[src/rtl/compare_seq_ctrl_if.sv]
// Request/result and comparator-pin bundle for compare_seq_ctrl.
// slave = sequencer view, master = requester plus comparator view.
interface compare_seq_ctrl_if #(
    parameter int WORDS = 4
);
    logic                 Start;
    logic [8*WORDS-1:0]   OpA;
    logic [8*WORDS-1:0]   OpB;
    logic                 Busy;
    logic                 Done;
    logic                 ResEQ;
    logic                 ResGT;
    logic                 ResLT;
    logic                 ResErr;
    logic [7:0]           CmpA;
    logic [7:0]           CmpB;
    logic                 QAEB;
    logic                 QAGB;
    logic                 QASB;
    logic                 DbgState;

    // Start is level-sampled only while idle (Busy=0). Done is a one-cycle
    // pulse with Busy=0, and Res* stay valid until the next Done.
    modport slave (
        input  Start, OpA, OpB, QAEB, QAGB, QASB,
        output Busy, Done, ResEQ, ResGT, ResLT, ResErr, CmpA, CmpB, DbgState
    );

    modport master (
        output Start, OpA, OpB, QAEB, QAGB, QASB,
        input  Busy, Done, ResEQ, ResGT, ResLT, ResErr, CmpA, CmpB, DbgState
    );
endinterface

[src/rtl/compare_seq_ctrl.sv]
// Byte-serial operand compare, MSB byte first, using one external 8-bit comparator.
// Optional macro SIGNED_CMP_EN selects a two's-complement compare.
module compare_seq_ctrl #(
    parameter int WORDS = 4,
    parameter int IDXW  = 4
) (
    input  logic               CLK,
    input  logic               RST,
    compare_seq_ctrl_if.slave  bus
);
    localparam logic [IDXW-1:0] TOP_IDX = IDXW'(WORDS - 1);

    typedef enum logic {
        IDLE = 1'b0,
        CMP  = 1'b1
    } state_t;

    state_t             state_q;
    logic [IDXW-1:0]    idx_q;
    logic [8*WORDS-1:0] reg_a_q;
    logic [8*WORDS-1:0] reg_b_q;
    logic               busy_q;
    logic               done_q;
    logic               res_eq_q;
    logic               res_gt_q;
    logic               res_lt_q;
    logic               res_err_q;

    logic [7:0]         cmp_a_d;
    logic [7:0]         cmp_b_d;
    logic               flags_onehot;
    logic               finish;

    // Comparator pins come straight from the captured operands; zero while idle.
    always_comb begin
        cmp_a_d = 8'h00;
        cmp_b_d = 8'h00;
        if (state_q == CMP) begin
            for (int i = 0; i < WORDS; i++) begin
                if (idx_q == IDXW'(i)) begin
                    cmp_a_d = reg_a_q[8*i +: 8];
                    cmp_b_d = reg_b_q[8*i +: 8];
                end
            end
`ifdef SIGNED_CMP_EN
            // Flipping both sign bits maps signed order onto unsigned order.
            if (idx_q == TOP_IDX) begin
                cmp_a_d[7] = ~cmp_a_d[7];
                cmp_b_d[7] = ~cmp_b_d[7];
            end
`else
`endif
        end
    end

    assign flags_onehot = ({bus.QAEB, bus.QAGB, bus.QASB} == 3'b100) ||
                          ({bus.QAEB, bus.QAGB, bus.QASB} == 3'b010) ||
                          ({bus.QAEB, bus.QAGB, bus.QASB} == 3'b001);

    assign finish = !flags_onehot || bus.QAGB || bus.QASB || (idx_q == '0);

    always_ff @(posedge CLK or posedge RST) begin
        if (RST) begin
            state_q   <= IDLE;
            idx_q     <= '0;
            reg_a_q   <= '0;
            reg_b_q   <= '0;
            busy_q    <= 1'b0;
            done_q    <= 1'b0;
            res_eq_q  <= 1'b0;
            res_gt_q  <= 1'b0;
            res_lt_q  <= 1'b0;
            res_err_q <= 1'b0;
        end else begin
            done_q <= 1'b0;
            case (state_q)
                IDLE: begin
                    if (bus.Start) begin
                        reg_a_q <= bus.OpA;
                        reg_b_q <= bus.OpB;
                        idx_q   <= TOP_IDX;
                        busy_q  <= 1'b1;
                        state_q <= CMP;
                    end
                end
                CMP: begin
                    if (finish) begin
                        res_err_q <= !flags_onehot;
                        res_gt_q  <= flags_onehot && bus.QAGB;
                        res_lt_q  <= flags_onehot && bus.QASB;
                        res_eq_q  <= flags_onehot && bus.QAEB;
                        done_q    <= 1'b1;
                        busy_q    <= 1'b0;
                        state_q   <= IDLE;
                    end else begin
                        idx_q <= idx_q - 1'b1;
                    end
                end
                default: begin
                    state_q <= IDLE;
                    busy_q  <= 1'b0;
                end
            endcase
        end
    end

    assign bus.Busy     = busy_q;
    assign bus.Done     = done_q;
    assign bus.ResEQ    = res_eq_q;
    assign bus.ResGT    = res_gt_q;
    assign bus.ResLT    = res_lt_q;
    assign bus.ResErr   = res_err_q;
    assign bus.CmpA     = cmp_a_d;
    assign bus.CmpB     = cmp_b_d;
    assign bus.DbgState = state_q;
endmodule

[src/flat_wrapper.sv]
// flat-port wrapper written by rule: the top's interface ports become plain ports
module compare_seq_ctrl_flat 
#(
    parameter int WORDS = 4,
    parameter int IDXW  = 4
)
  (CLK, RST, bus_Start, bus_OpA, bus_OpB, bus_QAEB, bus_QAGB, bus_QASB, bus_Busy, bus_Done, bus_ResEQ, bus_ResGT, bus_ResLT, bus_ResErr, bus_CmpA, bus_CmpB, bus_DbgState);
  compare_seq_ctrl_if #(.WORDS(WORDS)) bus_i ();
  input  logic CLK;
  input  logic RST;
  input wire logic [$bits(bus_i.Start)-1:0] bus_Start;
  input wire logic [$bits(bus_i.OpA)-1:0] bus_OpA;
  input wire logic [$bits(bus_i.OpB)-1:0] bus_OpB;
  input wire logic [$bits(bus_i.QAEB)-1:0] bus_QAEB;
  input wire logic [$bits(bus_i.QAGB)-1:0] bus_QAGB;
  input wire logic [$bits(bus_i.QASB)-1:0] bus_QASB;
  output wire logic [$bits(bus_i.Busy)-1:0] bus_Busy;
  output wire logic [$bits(bus_i.Done)-1:0] bus_Done;
  output wire logic [$bits(bus_i.ResEQ)-1:0] bus_ResEQ;
  output wire logic [$bits(bus_i.ResGT)-1:0] bus_ResGT;
  output wire logic [$bits(bus_i.ResLT)-1:0] bus_ResLT;
  output wire logic [$bits(bus_i.ResErr)-1:0] bus_ResErr;
  output wire logic [$bits(bus_i.CmpA)-1:0] bus_CmpA;
  output wire logic [$bits(bus_i.CmpB)-1:0] bus_CmpB;
  output wire logic [$bits(bus_i.DbgState)-1:0] bus_DbgState;
  assign bus_i.Start = bus_Start;
  assign bus_i.OpA = bus_OpA;
  assign bus_i.OpB = bus_OpB;
  assign bus_i.QAEB = bus_QAEB;
  assign bus_i.QAGB = bus_QAGB;
  assign bus_i.QASB = bus_QASB;
  assign bus_Busy = bus_i.Busy;
  assign bus_Done = bus_i.Done;
  assign bus_ResEQ = bus_i.ResEQ;
  assign bus_ResGT = bus_i.ResGT;
  assign bus_ResLT = bus_i.ResLT;
  assign bus_ResErr = bus_i.ResErr;
  assign bus_CmpA = bus_i.CmpA;
  assign bus_CmpB = bus_i.CmpB;
  assign bus_DbgState = bus_i.DbgState;
  compare_seq_ctrl #(.WORDS(WORDS), .IDXW(IDXW)) u_core (.CLK(CLK), .RST(RST), .bus(bus_i));
endmodule
[config.mk]
export PLATFORM = sky130hd
export DESIGN_NAME = compare_seq_ctrl_flat
export DESIGN_NICKNAME = d
export VERILOG_FILES = /design/src/rtl/compare_seq_ctrl_if.sv /design/src/rtl/compare_seq_ctrl.sv /design/src/flat_wrapper.sv
export SDC_FILE = /design/constraint.sdc
export NUM_CORES = 1
export LEC_CHECK = 0
export CORE_UTILIZATION = 52
export CTS_CLUSTER_SIZE = 12
export DETAILED_ROUTE_END_ITERATION = 12
export GPL_TIMING_DRIVEN = 0
export PLACE_DENSITY_LB_ADDON = 0.3
export SETUP_SLACK_MARGIN = 0.2
export SLEW_MARGIN = 20
export SYNTH_ARGS = -nofsm -noshare
export SYNTH_HDL_FRONTEND = slang
export SYNTH_SLANG_ARGS = --single-unit
[constraint.sdc]
create_clock -name CLK -period 5.3 [get_ports CLK]
set_input_delay 1.325 -clock CLK [delete_from_list [all_inputs] [get_ports CLK]]
set_output_delay 1.325 -clock CLK [all_outputs]
set_load 0.01 [all_outputs]
==> results of run 1 <==
[flip-flops by register name (all words and copies together) (netlist names)]
signal,count
u_core.reg_b_q,32
u_core.bus.Done,1
u_core.bus.ResGT,1
u_core.bus.DbgState,1
u_core.bus.ResErr,1
u_core.idx_q,4
u_core.reg_a_q,32
u_core.bus.ResLT,1
u_core.bus.Busy,1
u_core.bus.ResEQ,1
[stage by stage]
| stage | instances | instance area [µm²] | hold slack (ps) | power [µW] |
|---|---|---|---|---|
| 2_1_floorplan | 263 | 3430 | 481 | 911 |
| 3_3_place_gp | 432 | 4450 | 482 | 1070 |
| 3_5_place_dp | 433 | 4470 | 496 | 1080 |
| 4_1_cts | 447 | 4620 | 512 | 1430 |
| 5_1_grt | 447 | 4620 | 523 | 1500 |
| 6_report | 447 | 4620 | 508 | 1420 |
[worst paths after layout]
check / startpoint / endpoint / slack (ps) / cells past startpoint
hold reg to reg: u_core.bus.Busy / u_core.bus.Busy / 510 / 2
min in group asynchronous: RST / u_core.bus.Busy / 1360 / 2
max in group asynchronous: RST / u_core.reg_a_q[19] / 3360 / 3
hold / removal: u_core.bus.Busy / u_core.bus.Busy / 510 / 2
setup reg to reg: u_core.idx_q[0] / u_core.bus.ResLT / 3300 / 6
setup / recovery: u_core.idx_q[0] / bus_CmpA[1] / 1200 / 8
[power breakdown]
part / switching [µW] / internal, µW
registers: 52.1 / 664
clock network: 190 / 162
logic: 144 / 210
[cell type report]
type,count,area [µm²]
flip-flops and latches,75,1880
well taps,77,96.3
plain buffers,19,90.1
inverters,7,28.8
clock buffers,10,128
clock inverters,4,20.0
fillers,428,1730
multi-input cells,162,1440
repair buffers,93,941
[routing by layer]
layer / vias to the layer above / part of all wire (%) / global-route usage, %
met2: 79 / 49 / 39.7
met3: 9 / 5.1 / 4.17
met1: 1285 / 45 / 33.4
met4: 0 / 1.0 / 7.84
met5: - / 0 / 0
li1: 1182 / - / -
[worst max-delay path, stage by stage (launching register included)]
cell and delay, ps:
dfrtp_1 390, inv_1 110, ha_1 220, nand2b_1 70
buf_1 300, clkbuf_1 450, o221ai_1 200, a21oi_1 160
clkdlybuf4s50_1 550
[kinds of logic (layout without fill, tap and decap cells)]
| group | Yosys count | in the layout | share of synthesized area [%] |
|---|---|---|---|
| flops | 75 | 75 | 54.7 |
| mux | 66 | 66 | 21.7 |
| compound gates | 49 | 49 | 10.8 |
| simple gates | 41 | 41 | 7.30 |
| buf+inv | 26 | 133 | 3.39 |
| fa+ha+maj | 5 | 5 | 1.82 |
| xor+xnor | 1 | 1 | 0.255 |
[layout by cell type, fill, tap and decap left out, drive strengths merged, types with 2 or more instances in the layout]
| cell type | n |
|---|---|
| a2bb2oi | 2 |
| nand3b | 8 |
| buf | 13 |
| nand2 | 3 |
| nor2b | 4 |
| a21oi | 16 |
| clkinv | 4 |
| ha | 5 |
| inv | 7 |
| clkbuf | 17 |
| mux2 | 65 |
| nor2 | 11 |
| clkdlybuf4s50 | 92 |
| nand4 | 2 |
| or3b | 3 |
| dfrtp | 75 |
| o221ai | 16 |
| a221oi | 8 |
| nor3b | 3 |
| nand3 | 3 |
| o211ai | 2 |
[cell usage after synthesis (4+ instances only)]
library cell / number
a221oi_1: 8
nor2_1: 11
clkbuf_1: 7
a21oi_1: 16
inv_1: 7
o221ai_1: 16
nand3b_1: 8
buf_2: 9
ha_1: 5
mux2_2: 64
nor2b_1: 4
dfrtp_1: 75
==> flow_summary.json, run 1 <==
{
  "grt_pass1_wl_um": 13100,
  "grt_pass1_vias": 2677,
  "seq_area_frac_synth_pct": 54.7,
  "cp.arrival_ps": 2770,
  "clk_latency_ps": 330,
  "syn_area_mm2": 0.00343,
  "power_density_mw_per_mm2": 308,
  "post-route-drc-count": 0,
  "cts_setup_buffers": 0,
  "viasPerCell": 5.72,
  "setup.worst_path.start_class": "register",
  "drive_above_1_share_pct": 25.9,
  "ctsLongestPathBuffers": 2,
  "yosys_warnings": 0,
  "cts_resized": 0,
  "ir_drop_mv": 0.176,
  "setup_viol": 0,
  "wl_per_cell_um": 17.4,
  "status": "finished clean",
  "area_delta_synth_final_pct": 34.6,
  "final_net_count": 442,
  "start_util_pct": 54.0,
  "synth-edff-count": 0,
  "path_class": "register to output pin",
  "timing.final.ws_setup_ps": 1200,
  "fin_crit_sh_pct": 77.3,
  "place_ws_ps": 1580,
  "synthDistinctLibCells": 36,
  "crit_path_end_kind": "output pin",
  "wl_um": 7780,
  "cp_max_fo": 10,
  "slew_headroom_pct": 66.8,
  "dpl.hpwl_um": 5590,
  "antenna_found_initial": 0,
  "vias": 2555,
  "synth_flop_cell": "dfrtp_1",
  "grt_max_degree": 43,
  "synth_top_cell_area_share_pct": 54.7,
  "clk_pin_slew_ps": 70,
  "cts_buffers": 9,
  "port_buffers": 92,
  "placementRows": 29,
  "root_buffer": "clkbuf_8",
  "core_mm2": 0.00635,
  "maxCapViolations": 0,
  "die-area_mm2": 0.00692,
  "yosys.area.top_type": "dfrtp_1",
  "hold_path_class": "register to register",
  "gp_congestion": 0.779,
  "grt_usage_pct": 24.4,
  "fin_util_pct": 72.7,
  "cts.sinks": 75,
  "num_antenna_cells": 0,
  "syn_nets": 338,
  "ios": 93,
  "dr.pass1.iters": 4,
  "avgSynthCellArea_um2": 13.0,
  "period_needed_ps": 4100,
  "synth_area_leaders": "dfrtp_1 (55%), mux2_2 (21%), o221ai_1 (4.1%)",
  "first_iter_violations": 107,
  "ys_async_sr_fraction_pct": 100,
  "postCtsHoldBufs": 0,
  "grt_overflow": 0,
  "syn_inst": 263,
  "die_x_um": 83.2,
  "synth_seq_cells": 75,
  "cts.htree.levels": 3,
  "rsz0062_at_grt": "false",
  "worstPathRequired_ps": 3970,
  "leakagePower_uw": 0.00191,
  "cts_tree": "built",
  "slew_viol_final": 0,
  "final.setup_skew_ps": 5.66,
  "drtAntennaViolNets": 0,
  "tightest_slew_ps": 498,
  "setup_tns_ps": 0,
  "fmaxAchievable_mhz": 244,
  "hold_viol": 0,
  "die_y_um": 83.2
}
Power figures use the tool's default switching activity.
==> inputs of run 2 (changes only) <==
--- a/config.mk
+++ b/config.mk
@@ -5,7 +5,7 @@
 export SDC_FILE = /design/constraint.sdc
 export NUM_CORES = 1
 export LEC_CHECK = 0
-export CORE_UTILIZATION = 52
+export CORE_UTILIZATION = 48
 export CTS_CLUSTER_SIZE = 12
 export DETAILED_ROUTE_END_ITERATION = 12
 export GPL_TIMING_DRIVEN = 0
==> constraint.sdc (replaced) <==
create_clock -name CLK -period 4.2 [get_ports CLK]
set_input_delay 1.05 -clock CLK [delete_from_list [all_inputs] [get_ports CLK]]
set_output_delay 1.05 -clock CLK [all_outputs]
set_load 0.01 [all_outputs]
==> run 2 against run 1 <==
  * Clock skew barely moved
  * Clock-buffer cell count rose by 1
  * Utilization fell by 4.1 points
  * Critical path depth did not move
  * Combinational power rose by 28%
  * Sequential share of layout area fell by 0.59 points
  * Routed wire length rose by 4.0%
  * Sequential power rose by 26%
  * Total power rose by 33%
  * Largest cell class unchanged
  * Largest power group unchanged
==> flow_summary.json, run 2 (synthesis gave the netlist of run 1 again) <==
{
  "start_util_pct": 50.2,
  "first_iter_violations": 133,
  "die_y_um": 86.5,
  "postCtsHoldBufs": 0,
  "cts_setup_buffers": 0,
  "grt_usage_pct": 23.6,
  "worst_hold_slack_ps": 507,
  "register_area_mm2": 0.00188,
  "slew_headroom_pct": 65.5,
  "dp_cells": 452,
  "wl_per_cell_um": 17.4,
  "final_net_count": 442,
  "ir_drop_mv": 0.241,
  "setup_tns_ps": 0,
  "die-area_mm2": 0.00749,
  "clk_latency_ps": 350,
  "cts_buffers": 9,
  "root_buffer": "clkbuf_8",
  "slowest_stage": "clkdlybuf4s50_1",
  "final_area_mm2": 0.00468,
  "drtAntennaViolNets": 0,
  "cts.sinks": 75,
  "final.setup_skew_ps": 5.28,
  "multi_input_area_mm2": 0.00144,
  "worstPathCellList": "inv_1, ha_1, nand2b_1, buf_1, clkbuf_2, o221ai_1, a21oi_1, clkdlybuf4s50_1",
  "placementRows": 30,
  "drive_above_1_share_pct": 26.5,
  "ctsLongestPathBuffers": 2,
  "cp.arrival_ps": 2700,
  "fmaxAchievable_mhz": 267,
  "layout_common_cells": "clkdlybuf4s50_1 (92), dfrtp_1 (75), mux2_2 (64), a21oi_1 (16), o221ai_1 (16)",
  "cts.htree.levels": 3,
  "place_area_mm2": 0.00450,
  "crit_path_end_kind": "output pin",
  "cp_max_fo": 10,
  "num_antenna_cells": 0,
  "fin_util_pct": 68.6,
  "viasPerCell": 5.58,
  "path_class": "register to output pin",
  "leakagePower_uw": 0.00193,
  "grt_pass1_wl_um": 13000,
  "gp_congestion": 0.782,
  "port_buffers": 92,
  "hold_viol": 0,
  "core_mm2": 0.00683,
  "fillers": 518,
  "critPathMaxStageDelay_ps": 560,
  "post-route-drc-count": 0,
  "cts_resized": 0,
  "layout.cells.most_common": "clkdlybuf4s50_1",
  "status": "finished clean",
  "dpl.hpwl_um": 5720,
  "antenna_found_initial": 0,
  "worstPathRequired_ps": 3150,
  "fin_crit_sh_pct": 89.3,
  "tightest_slew_ps": 518,
  "period_needed_ps": 3750,
  "fin_cells": 466,
  "wl_um": 8090,
  "grt_max_degree": 47,
  "grt_pass1_vias": 2596,
  "clk_pin_slew_ps": 70,
  "grt_overflow": 0,
  "maxCapViolations": 0,
  "ios": 93,
  "slew_viol_final": 0,
  "setup_viol": 0,
  "dr.pass1.iters": 4,
  "power_density_mw_per_mm2": 403,
  "hold_path_class": "register to register",
  "vias": 2602,
  "reg_top3": "u_core.reg_a_q x32, u_core.reg_b_q x32, u_core.idx_q x4",
  "setup.worst_path.start_class": "register",
  "rsz0062_at_grt": "false",
  "area_delta_synth_final_pct": 36.6,
  "cts_tree": "built",
  "die_x_um": 86.5
}
-- run 2: cell types whose count changed in the layout (fill, tap and decap cells not counted), sizes merged --
| cell | before | now |
|---|---|---|
| bufinv | 0 | 1 |
| clkbuf | 17 | 18 |
| clkinv | 4 | 2 |
-- run 2: cell type report --
type,count,share of cell area [%]
inverters,7,0.614
clock buffers,11,3.02
clock inverters,3,0.855
well taps,96,2.56
multi-input cells,162,30.7
flip-flops and latches,75,40.1
plain buffers,19,1.98
repair buffers,93,20.2
-- run 2: power by group --
group | total, µW | switching (µW) | internal, µW | leakage [µW]
clock network | 532 | 250 | 282 | 0.0000950
registers | 904 | 66.2 | 838 | 0.000881
logic | 454 | 188 | 266 | 0.000953
-- run 2: worst paths after layout --
kind	start	to	slack [ps]	cells after the start
worst max-delay path	u_core.idx_q[0]	bus_CmpA[1]	450	8
worst min-delay path	u_core.reg_b_q[25]	u_core.reg_b_q[25]	510	1
worst max register to register	u_core.idx_q[0]	u_core.bus.ResLT	2140	6
worst min register to register	u_core.reg_b_q[25]	u_core.reg_b_q[25]	510	1
max in group asynchronous	RST	u_core.reg_a_q[27]	2600	3
min in group asynchronous	RST	u_core.reg_b_q[1]	1050	2
-- run 2: critical path, delay by kind of cell, from the launching register on --
family | cells | cell delay (ps)
and+or+nand+nor | 1 | 60
adders and majority gates | 1 | 230
buffers and inverters | 4 | 1340
DFF | 1 | 400
AOI/OAI and AO/OA | 2 | 330
-- run 2: metrics by stage --
stage	power, µW	worst slack, ps
floorplan	1150	1240
global placement	1350	27.2
CTS	1900	287
detailed placement	1370	657
finish	1890	448
global route	1980	271
-- run 2: per-layer routing --
metal	vias up	global-route usage, %	routed length [µm]
met2	101	37.2	3840
met1	1304	30.7	3540
met4	0	9.24	153
met5	-	0	0
li1	1183	-	-
met3	14	7.24	552
